<file path="config.mk">
export PLATFORM = sky130hd
export DESIGN_NAME = usb_status_tx
export DESIGN_NICKNAME = d
export VERILOG_FILES = /design/src/rtl/usb_status_pkg.sv /design/src/rtl/nibble_to_ascii.sv /design/src/rtl/usb_status_tx.sv
export SDC_FILE = /design/constraint.sdc
export NUM_CORES = 1
export LEC_CHECK = 0
export ABC_AREA = 1
export CAP_MARGIN = 25
export CORE_ASPECT_RATIO = 1.5
export CORE_MARGIN = 2
export CORE_UTILIZATION = 50
export CTS_BUF_LIST = sky130_fd_sc_hd__clkbuf_16
export DETAILED_ROUTE_END_ITERATION = 8
export HOLD_SLACK_MARGIN = 0.05
export PLACE_DENSITY_LB_ADDON = 0.05
export SETUP_SLACK_MARGIN = 0.02
export SYNTH_ARGS = -nofsm -noshare
export SYNTH_HDL_FRONTEND = slang
export SYNTH_SLANG_ARGS = --single-unit
</file>
<file path="constraint.sdc">
create_clock -name clk_48mhz -period 1.55 [get_ports clk_48mhz]
set_input_delay 0.3875 -clock clk_48mhz [delete_from_list [all_inputs] [get_ports clk_48mhz]]
set_output_delay 0.3875 -clock clk_48mhz [all_outputs]
set_load 0.02 [all_outputs]
</file>
<file path="src/rtl/usb_status_pkg.sv">
// Shared constants and FSM state type for the USB CDC-ACM status transmitter.
// Also holds the fixed banner text lookup used when the banner feature is built.
package usb_status_pkg;

  localparam int LINE_LEN   = 13;
  localparam int BANNER_LEN = 13;

  localparam logic [7:0] CH_CR = 8'h0D;
  localparam logic [7:0] CH_LF = 8'h0A;
  localparam logic [7:0] CH_0  = 8'h30;

  typedef enum logic [2:0] {
    IDLE,
    LOAD,
    SEND,
    DONE,
    BANNER
  } state_t;

  function automatic logic [7:0] banner_char(input logic [3:0] i);
    logic [7:0] c;
    c = 8'h00;
    unique case (i)
      4'd0:    c = "h";
      4'd1:    c = "e";
      4'd2:    c = "l";
      4'd3:    c = "l";
      4'd4:    c = "o";
      4'd5:    c = " ";
      4'd6:    c = "w";
      4'd7:    c = "o";
      4'd8:    c = "r";
      4'd9:    c = "l";
      4'd10:   c = "d";
      4'd11:   c = CH_LF;
      4'd12:   c = CH_CR;
      default: c = 8'h00;
    endcase
    return c;
  endfunction

endpackage

</file>
<file path="src/rtl/nibble_to_ascii.sv">
// Combinational 4-bit value to uppercase hexadecimal ASCII character.
// Used for the two digits of the sequence number field.
module nibble_to_ascii
  import usb_status_pkg::*;
(
  input  logic [3:0] nibble,
  output logic [7:0] ascii
);

  // '0'..'9' then 'A'..'F' ('A' - 10 = 8'h37)
  always_comb begin
    if (nibble < 4'd10) ascii = CH_0 + {4'h0, nibble};
    else                ascii = 8'h37 + {4'h0, nibble};
  end

endmodule

</file>
<file path="src/rtl/usb_status_tx.sv">
// Periodic / on-demand "RGB=<r><g><b> #<HH>\r\n" sender onto the usb_uart byte stream.
// Build option USB_STATUS_TX_BANNER_EN sends "hello world\n\r" once after reset.
module usb_status_tx
  import usb_status_pkg::*;
#(
  parameter int PERIOD_CYCLES = 48000000,
  parameter int CNT_W         = 26
) (
  input  logic       clk_48mhz,
  input  logic       reset,
  input  logic       red,
  input  logic       green,
  input  logic       blue,
  input  logic       trigger,
  output logic [7:0] uart_in_data,
  output logic       uart_in_valid,
  input  logic       uart_in_ready,
  output logic       busy
);

  state_t state, state_n;

  logic [CNT_W-1:0] cnt;
  logic             tick;
  logic             req;
  logic             pending;
  logic             go;
  logic [7:0]       seq;
  logic [7:0]       seq_q;
  logic [2:0]       rgb_q;
  logic [3:0]       idx;
  logic             hs;
  logic             last;
  logic [7:0]       hex_hi;
  logic [7:0]       hex_lo;
  logic [7:0]       line_char;
`ifdef USB_STATUS_TX_BANNER_EN
  logic             banner_done;
`endif

  assign tick = (cnt == CNT_W'(PERIOD_CYCLES - 1));
  assign req  = tick | trigger;
  assign hs   = uart_in_valid & uart_in_ready;
  assign last = (idx == 4'(LINE_LEN - 1));
  assign go   = (state == IDLE) && (state_n == LOAD);
  assign busy = (state != IDLE);

  nibble_to_ascii u_hex_hi (
    .nibble (seq_q[7:4]),
    .ascii  (hex_hi)
  );

  nibble_to_ascii u_hex_lo (
    .nibble (seq_q[3:0]),
    .ascii  (hex_lo)
  );

  // Free-running period counter, wraps on the tick cycle
  always_ff @(posedge clk_48mhz) begin
    if (reset)     cnt <= '0;
    else if (tick) cnt <= '0;
    else           cnt <= cnt + 1'b1;
  end

  // Request latch: coalesces any number of ticks/triggers into one line
  always_ff @(posedge clk_48mhz) begin
    if (reset)    pending <= 1'b0;
    else if (go)  pending <= 1'b0;
    else if (req) pending <= 1'b1;
  end

  // State register
  always_ff @(posedge clk_48mhz) begin
    if (reset) state <= IDLE;
    else       state <= state_n;
  end

  // Next-state logic
  always_comb begin
    state_n = state;
    unique case (state)
      IDLE: begin
`ifdef USB_STATUS_TX_BANNER_EN
        if (!banner_done)         state_n = BANNER;
        else if (pending || req)  state_n = LOAD;
`else
        if (pending || req)       state_n = LOAD;
`endif
      end
      LOAD: state_n = SEND;
      SEND: if (hs && last) state_n = DONE;
      DONE: state_n = IDLE;
`ifdef USB_STATUS_TX_BANNER_EN
      BANNER: if (hs && idx == 4'(BANNER_LEN - 1)) state_n = IDLE;
`else
      BANNER: state_n = IDLE;
`endif
      default: state_n = IDLE;
    endcase
  end

  // Line snapshot, character index and sequence number
  always_ff @(posedge clk_48mhz) begin
    if (reset) begin
      idx   <= '0;
      seq   <= '0;
      seq_q <= '0;
      rgb_q <= '0;
    end else begin
      unique case (state)
        LOAD: begin
          rgb_q <= {red, green, blue};
          seq_q <= seq;
          idx   <= '0;
        end
        SEND, BANNER: begin
          if (hs) idx <= last ? 4'd0 : idx + 4'd1;
        end
        DONE: seq <= seq + 8'd1;
        default: idx <= '0;
      endcase
    end
  end

`ifdef USB_STATUS_TX_BANNER_EN
  // Banner goes out once per reset
  always_ff @(posedge clk_48mhz) begin
    if (reset) banner_done <= 1'b0;
    else if (state == BANNER && state_n == IDLE) banner_done <= 1'b1;
  end
`endif

  // Status line character map
  always_comb begin
    line_char = 8'h00;
    unique case (idx)
      4'd0:    line_char = "R";
      4'd1:    line_char = "G";
      4'd2:    line_char = "B";
      4'd3:    line_char = "=";
      4'd4:    line_char = CH_0 + {7'd0, rgb_q[2]};
      4'd5:    line_char = CH_0 + {7'd0, rgb_q[1]};
      4'd6:    line_char = CH_0 + {7'd0, rgb_q[0]};
      4'd7:    line_char = " ";
      4'd8:    line_char = "#";
      4'd9:    line_char = hex_hi;
      4'd10:   line_char = hex_lo;
      4'd11:   line_char = CH_CR;
      4'd12:   line_char = CH_LF;
      default: line_char = 8'h00;
    endcase
  end

  // Byte stream outputs, decoded from state so valid never glitches mid-line
  always_comb begin
    uart_in_valid = 1'b0;
    uart_in_data  = 8'h00;
    if (state == SEND) begin
      uart_in_valid = 1'b1;
      uart_in_data  = line_char;
    end
`ifdef USB_STATUS_TX_BANNER_EN
    if (state == BANNER) begin
      uart_in_valid = 1'b1;
      uart_in_data  = banner_char(idx);
    end
`endif
  end

endmodule

</file>
== Word level (Yosys, flattened, before mapping) ==
Index checks and enable logic that the tools add are counted.
W data, S select, Z words.

* Register bits after elaboration: 53
* Input bits: 7
* Output and inout bits: 10
* Logic and storage cells: 62

* Add/sub/neg operators: 10
* Order comparisons: 2
* Equal/unequal tests: 19
* Muxes and demuxes: 11
* Bitwise operators: 3
* Reduce and logical (&&, ||, !) cells: 10

{| class="wikitable"
|+ Operators with widths
! cell !! number
|-
| $pmux W8 S13 || 1
|-
| $add A6 B4 Y7 const A || 4
|-
| $add A26 B1 Y26 const B || 1
|-
| $eq A26 B26 Y1 const B || 1
|-
| $mux W8 || 3
|-
| $add A6 B1 Y7 const A || 3
|-
| $eq A4 B4 Y1 const B || 5
|-
| $eq A4 B3 Y1 const B || 4
|-
| $pmux W3 S3 || 1
|-
| $add A8 B1 Y8 const B || 1
|-
| $eq A4 B2 Y1 const B || 2
|-
| $lt A4 B4 Y1 const B || 2
|-
| $mux W4 || 2
|-
| $pmux W4 S2 || 1
|-
| $eq A3 B1 Y1 const B || 2
|-
| $eq A3 B2 Y1 const B || 2
|-
| $mux W3 || 2
|-
| $reduce_or A2 Y1 || 3
|-
| $add A4 B1 Y4 const B || 1
|-
| $eq A4 B1 Y1 const B || 1
|-
| $logic_not A4 Y1 || 1
|-
| $eq A3 B3 Y1 const B || 1
|-
| $logic_not A3 Y1 || 1
|-
| $reduce_bool A3 Y1 || 1
|-
| other kinds (8) || 9
|}

== Longest topological paths before layout ==
* Word-level depth: 9
* Mapped depth: 9
* Mapped depth without buffers: 9

== Hierarchy ==
Synthesis repeated with hierarchy kept, for this count alone.

* Cells, all modules: 482
* Area total of the unflattened synthesis: 3,110.5 um^2

{| class="wikitable"
|+ By module, submodules not included
! module !! instances !! cells each !! area each (um^2)
|-
| usb_status_tx || 1 || 432 || 2,862.7
|-
| nibble_to_ascii || 2 || 25 || 123.9
|}

== Worst setup path before layout ==
OpenSTA, ideal clock, no wires.

* Path type: flip-flop to output port
* From: register idx[0]
* To: output uart_in_data[3]
* Arrival: 1,355 ps
* Setup slack: -193 ps
* Cell stages (with the launch flop): 9
* Path through: dfxtp_1 inv_1 ha_1 inv_1 nor2_2 nand2_1 nor2_1 nor3_1 nor2_1

* Longest elaborated chain between the ends: 3
* Elaborated cells between the ends (all ways): 15
* Those cells by class: eq/ne: 12; mux: 2; reduce/logical: 1

{| class="wikitable"
|+ RTL lines
! element !! RTL line !! text
|-
| from (decl) || usb_status_tx.sv:31 || <nowiki>logic [3:0] idx;</nowiki>
|-
| from (signal assigned) || usb_status_tx.sv:117 || <nowiki>if (hs) idx <= last ? 4'd0 : idx + 4'd1;</nowiki>
|-
| $eq A4 B4 Y1 (tied with other cells) || usb_status_tx.sv:136 || <nowiki>unique case (idx)</nowiki>
|-
| $pmux W8 S13 (*) || usb_status_tx.sv:136 ||
|-
| $mux W8 (*) || usb_status_tx.sv:158 || <nowiki>if (state == SEND) begin</nowiki>
|-
| to (decl) || usb_status_tx.sv:15 || <nowiki>output logic [7:0] uart_in_data,</nowiki>
|}

Mark *: on every way between the ends. The rest lies on a longest branch, timed or not.

== Worst setup path after layout ==
* From: register idx[1]
* To: output uart_in_data[5]

Same word-level chain as after synthesis.

==> run metrics <==
GR peak layer met2; setup ws final -0.448 ns; measured slew at the worst slew-check pin approximately 0.5 ns; P_leak between 1.5 and 2 nW; synth top area cells dfxtp_1, nand2_1, nor2_1, inv_1, o21ai_0; TritonCTS buffer count 5; non-filler cells, final 610; Worst Hold End cnt[24]; ANT nets after route 0; DP Cell Count about 600; top cell family by delay on the critical path flip-flops; Synth area leader dfxtp_1; final setup violation count 7; Ports 17; met3 Track Usage GR 0.0365; CP bufs+invs 2; Tcrit/Tclk final 1.29; CTS sink cnt 53; crit-path max FO 5; Synth Area in Adders 0.0337; post-synthesis sequential area ratio 0.357; Critical Path AT about 1.6 ns; Syn Area/Cell ~6.5 um^2; pre-CTS WS -0.630 ns; first-pass GRT wire length around 13000 um; CTS tree done; Area Growth Syn to Fin 41.5%; Port Buffers 15; H-tree depth 2; #FFs+latches synth 53; clock latency on the worst-skew pair roughly 0.29 ns; WHS Path Cells 2; crit path launch idx[1]; fillers ~480; DRC Markers 0; most frequent cell after synthesis nand2_1; WL/cell between 10 and 15 um; critical path class reg2out; Critical R2R Launch state[0]; Reg-to-Reg End pending; max_cap viols 0; gp weighted congestion 0.883; vias in the first global route ~3200; total grt overflow 0; Final Max Tran Viols 0; final hold vios 0; Die X approximately 67 um; clk buf depth 2; Hold Path Class reg2reg; relative slew slack 0.663; Worst EP required ~1.2 ns; row count 34; Post-Synth XOR/XNOR Area 0.0412; initial antenna violation count 0; die height about 98 um; asr flop ratio synth 0; Reg clk slew, reported paths approximately 0.070 ns; WP depth 7; Core Area approximately 5800 um^2; Setup Skew around 0.008 ns; Unique masters post-synth 32; 1st-pass router iterations 6; GR Util met1 0.240; total track usage 0.258; Top FF cell, synth dfxtp_1; share of cells above drive strength 1 0.329; Initial DRC Count 121; CP max stage cell dfxtp_4; multiplexer area fraction after synthesis 0; CP cell instances inv_4, ha_4, o21ai_2, o211ai_1, nor3_2, nor2_2, buf_4; CP Launch Type flip-flop; CP Capture Type output pin; Synth top cells by count nand2_1, nor2_1, inv_1; fin util 0.727; fmax between 500 and 600 MHz; fin nets roughly 550; diode count 0; Post-DP HPWL just under 6000 um; vias approximately 3200; worst hold start cnt[24]; main combinational cell family by area after synthesis simple AND/OR/NAND/NOR gates; Syn. warnings 0; DIE AREA ~6600 um^2; Slowest Stage Delay on Critical Path approximately 0.39 ns; minimum clock period roughly 2 ns; cell area after synthesis around 3000 um^2; vias per inst roughly 5.2; Cells after Synth between 400 and 500; RSZ-0062 raised after global routing yes; PwrDens around 750 nW/um^2; VDD IR-drop max between 0.5 and 0.6 mV; fraction of the mapped netlist area in compound gates 0.109; Synth Area in Simple Gates 0.364; largest net degree at the start of global routing 27; drt total wl between 8000 and 9000 um; Initial Util 0.514; Root Buffer clkbuf_16; failing checks negative setup slack; Register-to-Register Path Depth 12; met2 GRT Util 0.498; number of synthesized flops with an enable pin 0; flop2flop setup slack around 0.040 ns; outcome finished with violations; Yosys top cell area share 0.357
## layout make-up
type	count	area [um^2]	area share
inverter	62	245	0.0583
tap	72	90.1	0.0214
clock buffer	5	125	0.0297
multi-input combinational	334	1920	0.455
clock inverter	3	50.0	0.0119
timing repair buffer	81	694	0.165
sequential	53	1090	0.258
## metal layers
layer	part of all wire	vias up	routed length (um)
met5	0	-	0
met4	0.066	0	565
met3	0.022	47	185
met2	0.54	81	4630
met1	0.37	1473	3150
li1	-	1601	-
## tightest hold or removal path, stage by stage, from the launching register on
cell     delay, ns
dfxtp_1       0.31
nand2_1       0.06
a21oi_1       0.05
## logic make-up (layout without fill, tap and decap cells)
| logic type | after synthesis | after routing |
|---|---|---|
| compound gates | 63 | 63 |
| xor+xnor | 14 | 14 |
| fa+ha+maj | 8 | 8 |
| buf+inv | 69 | 151 |
| flops | 53 | 53 |
| other cells | 1 | 2 |
| simple gates | 246 | 247 |
## state kept, by name, summed over array words and instances, names as in the netlist
| name | flops |
|---|---|
| pending | 1 |
| rgb_q | 3 |
| cnt | 26 |
| idx | 4 |
| state | 3 |
| seq | 8 |
| seq_q | 8 |
## repair_timing
item                       4_1_cts  5_1_grt
hold buffers                     0        0
setup endpoints to repair       10       39
buffers inserted                 8        3
pin swaps                       10       12
cloned                           0        1
resized for setup               87       49
## cells in the final DEF, fill, tap and decap left out, types with 6 or more instances in the layout
cell type,synthesis,final
a21oi_1,26,24
buf_4,1,63
buf_6,2,9
clkdlybuf4s50_1,0,6
dfxtp_1,53,37
dfxtp_2,0,14
ha_4,0,6
inv_1,57,42
inv_2,5,15
nand2_1,106,100
nand2_2,5,9
nand3_1,19,14
nand4_1,8,8
nor2_1,80,71
nor2_2,4,8
nor2_4,2,7
o21ai_0,29,18
o21ai_1,3,7
o21ai_2,0,7
xnor2_1,6,6
xor2_1,8,8
## how the worst max path moves through the flow
| stage | slack (ns) | end |
|---|---|---|
| 5_1_grt | -0.53 | uart_in_data[0] |
| 3_5_place_dp | -0.63 | uart_in_data[5] |
| 3_3_place_gp | -0.62 | uart_in_data[5] |
| 4_1_cts | -0.45 | uart_in_data[3] |
| 6_report | -0.45 | uart_in_data[5] |
| 2_1_floorplan | -0.03 | uart_in_data[3] |
## stage by stage
stage	hold WS, ns	total power [mW]	area [um^2]	setup TNS, ns
after floorplan	0.429	1.63	3050	-0.0329
after global placement	0.448	1.77	3680	-4.32
after detailed placement	0.454	1.77	3680	-4.40
after CTS	0.464	3.12	4000	-2.93
after global routing	0.493	3.26	4210	-3.47
final	0.463	3.16	4210	-2.85
## where the power goes
part | switching (mW) | internal, mW | total, mW
Combinational | 0.213 | 0.210 | 0.423
Clock | 0.535 | 0.777 | 1.31
Sequential | 0.0303 | 1.39 | 1.42
Note: power is estimated with default switching activity, not from simulation.
==> RTL edit (same settings) <==
The parameter `CNT_W` goes from 26 to 52.
--- a/src/rtl/usb_status_tx.sv
+++ b/src/rtl/usb_status_tx.sv
@@ -6,3 +6,3 @@
   parameter int PERIOD_CYCLES = 48000000,
-  parameter int CNT_W         = 26
+  parameter int CNT_W         = 52
 ) (
Check against the original RTL: same outputs for any inputs over 10 cycles, from zero or initial values and one cycle with reset high; that may be too few to reach the edited logic, so the function may still have changed.
==> RTL edit against the unedited design <==
The flow still finishes with violations (setup timing). Sequential cell count increased by 26. Critical path depth unchanged. Area after synthesis increased by 58%. Routed wire length increased by 87%. Sequential power increased by 47%. Die area increased by 55%. Worst setup slack got worse by 0.10 ns. Design area increased by 62%. Total power increased by 46%. Hold slack improved by 0.033 ns. Clock power increased by 54%. Count of clock-buffer cells in the layout increased by 4. Critical path type unchanged. Critical endpoint is now uart_in_data[0]. Largest cell class unchanged.
==> RTL edit: results (changes against the unedited design) <==
- Register area share after synthesis: 33.7% (-2.0 points)
- Non-clock buffer share: 15.1% (-1.4 points)
- Met2 routed WL: 8740 um (+89%)
- Met3 WL: 538 um (+190%)
- Flop-to-flop setup slack: -0.03 ns (-0.07 ns)
- Placer congestion estimate: 0.935 (+5.9%)
- Multi-In Gates: 562 (+68%)
- Worst-path fanout max: 4 (-1)
- R2R depth: 9 (-3)
- Bufs w/o clock: 112 (+38%)
- Clock Latency Late Sink: 0.35 ns (+0.06 ns)
- Largest regs: cnt (52), seq (8), seq_q (8)
- Storage element area: 1640 um2 (+51%)
- Met1 usage: 26.9% (+3.0 points)
- Reg-to-reg critical path startpoint: cnt[9]
- Post-synthesis adder-cell area fraction: 2.13% (-1.2 points)
- M1 WL: 5620 um (+78%)
- Met2 Resource Use GR: 56.1% (+6.3 points)
- First-pass DRT Iterations: 5 (-1)
- Filler cell count in the final layout: 755 (+58%)
- ClkCell Share: 4.09% (-0.069 points)
- Largest register FFs: 52 (+100%)
- Setup TNS: -4.17 ns (-1.32 ns)
- Initial DRC Count: 261 (+120%)
- Worst Skew: 0.00792 ns (-0.000118 ns)
- Dpl hpwl: 11300 um (+92%)
- Post-synthesis register bit count: 79 (+49%)
- Postcts setup bufs: 7 (-1)
- Worst hold start: cnt[8]
- Max incr delay on CP: 0.36 ns (-0.03 ns)
- Hold Crit Endpoint: cnt[8]
- Failing checks: setup timing
- Net Switching: 1.22 mW (+57%)
- Compound-gate portion of the synthesized area: 10.3% (-0.59 points)
- Detailed Route WL: 15900 um (+87%)
- Post-synthesis cell area: 4700 um2 (+58%)
- Synth cell count leaders: nand2_1, nor2_1, inv_1, dfxtp_1, a21oi_1
- Worst VDD drop: 0.599 mV (+3.2%)
- Number of vias per cell: 5.47 (+4.1%)
- Status: finished, violations left
- WL/cell: 16.3 um (+17%)
- # clk buffers: 9 (+4)
- # H-tree levels: 3 (+1)
- P_leak: 2.42 nW (+43%)
- CP endpoint: uart_in_data[0]
- Resized cells post-CTS: 129 (+48%)
- Multi-input gate share of total cell area: 49.0% (+3.5 points)
- Avg Inst Size Synth: 6.31 um2 (-3.6%)
- Vias in the first global route: 4968 (+56%)
- Non-clk invs: 95 (+53%)
- Final critical-path setup slack: -0.548 ns (-0.101 ns)
- Top Metal Used: met4
- First-pass GRT wire length: 23000 um (+74%)
- Hold Slack: 0.496 ns (+0.0331 ns)
- Worst path top cell family by delay: compound AO/OA/AOI/OAI gates
- Largest cells by area after synthesis: dfxtp_1, nand2_1, nor2_1
- Fraction of layout cells with a size suffix above 1: 37.7% (+4.8 points)
- CTS root buffer: clkbuf_16
- Setup-failing EPs final: 37 (+30)
- Synth-to-Final Area Change: 45.1%
## RTL edit: cell count changes after synthesis, sizes merged, moves of 4 or more
cell,unedited run,this run
nand2,112,199
or2,2,8
inv,62,93
a21oi,26,51
nor2,86,156
xnor2,6,2
dfxtp,53,79
xor2,8,12
nand3,21,45
nand4,8,21
## RTL edit: power by group through the flow
stage                     registers [mW]  logic [mW]  clock network, mW
final                               2.09       0.504               2.02
after detailed placement            2.13       0.323                  0
after CTS                           2.09       0.381               2.05
after global placement              2.13       0.315                  0
after global routing                2.09       0.539               2.14
after floorplan                     2.13       0.176                  0
## RTL edit: per-stage QoR
step	setup WS, ns	util (%)	total power [mW]
global placement	-0.651	60.2	2.44
floorplan	-0.0355	-	2.30
detailed placement	-0.665	60.2	2.45
finish	-0.548	74.1	4.62
global route	-0.599	74.1	4.77
CTS	-0.512	66.5	4.52
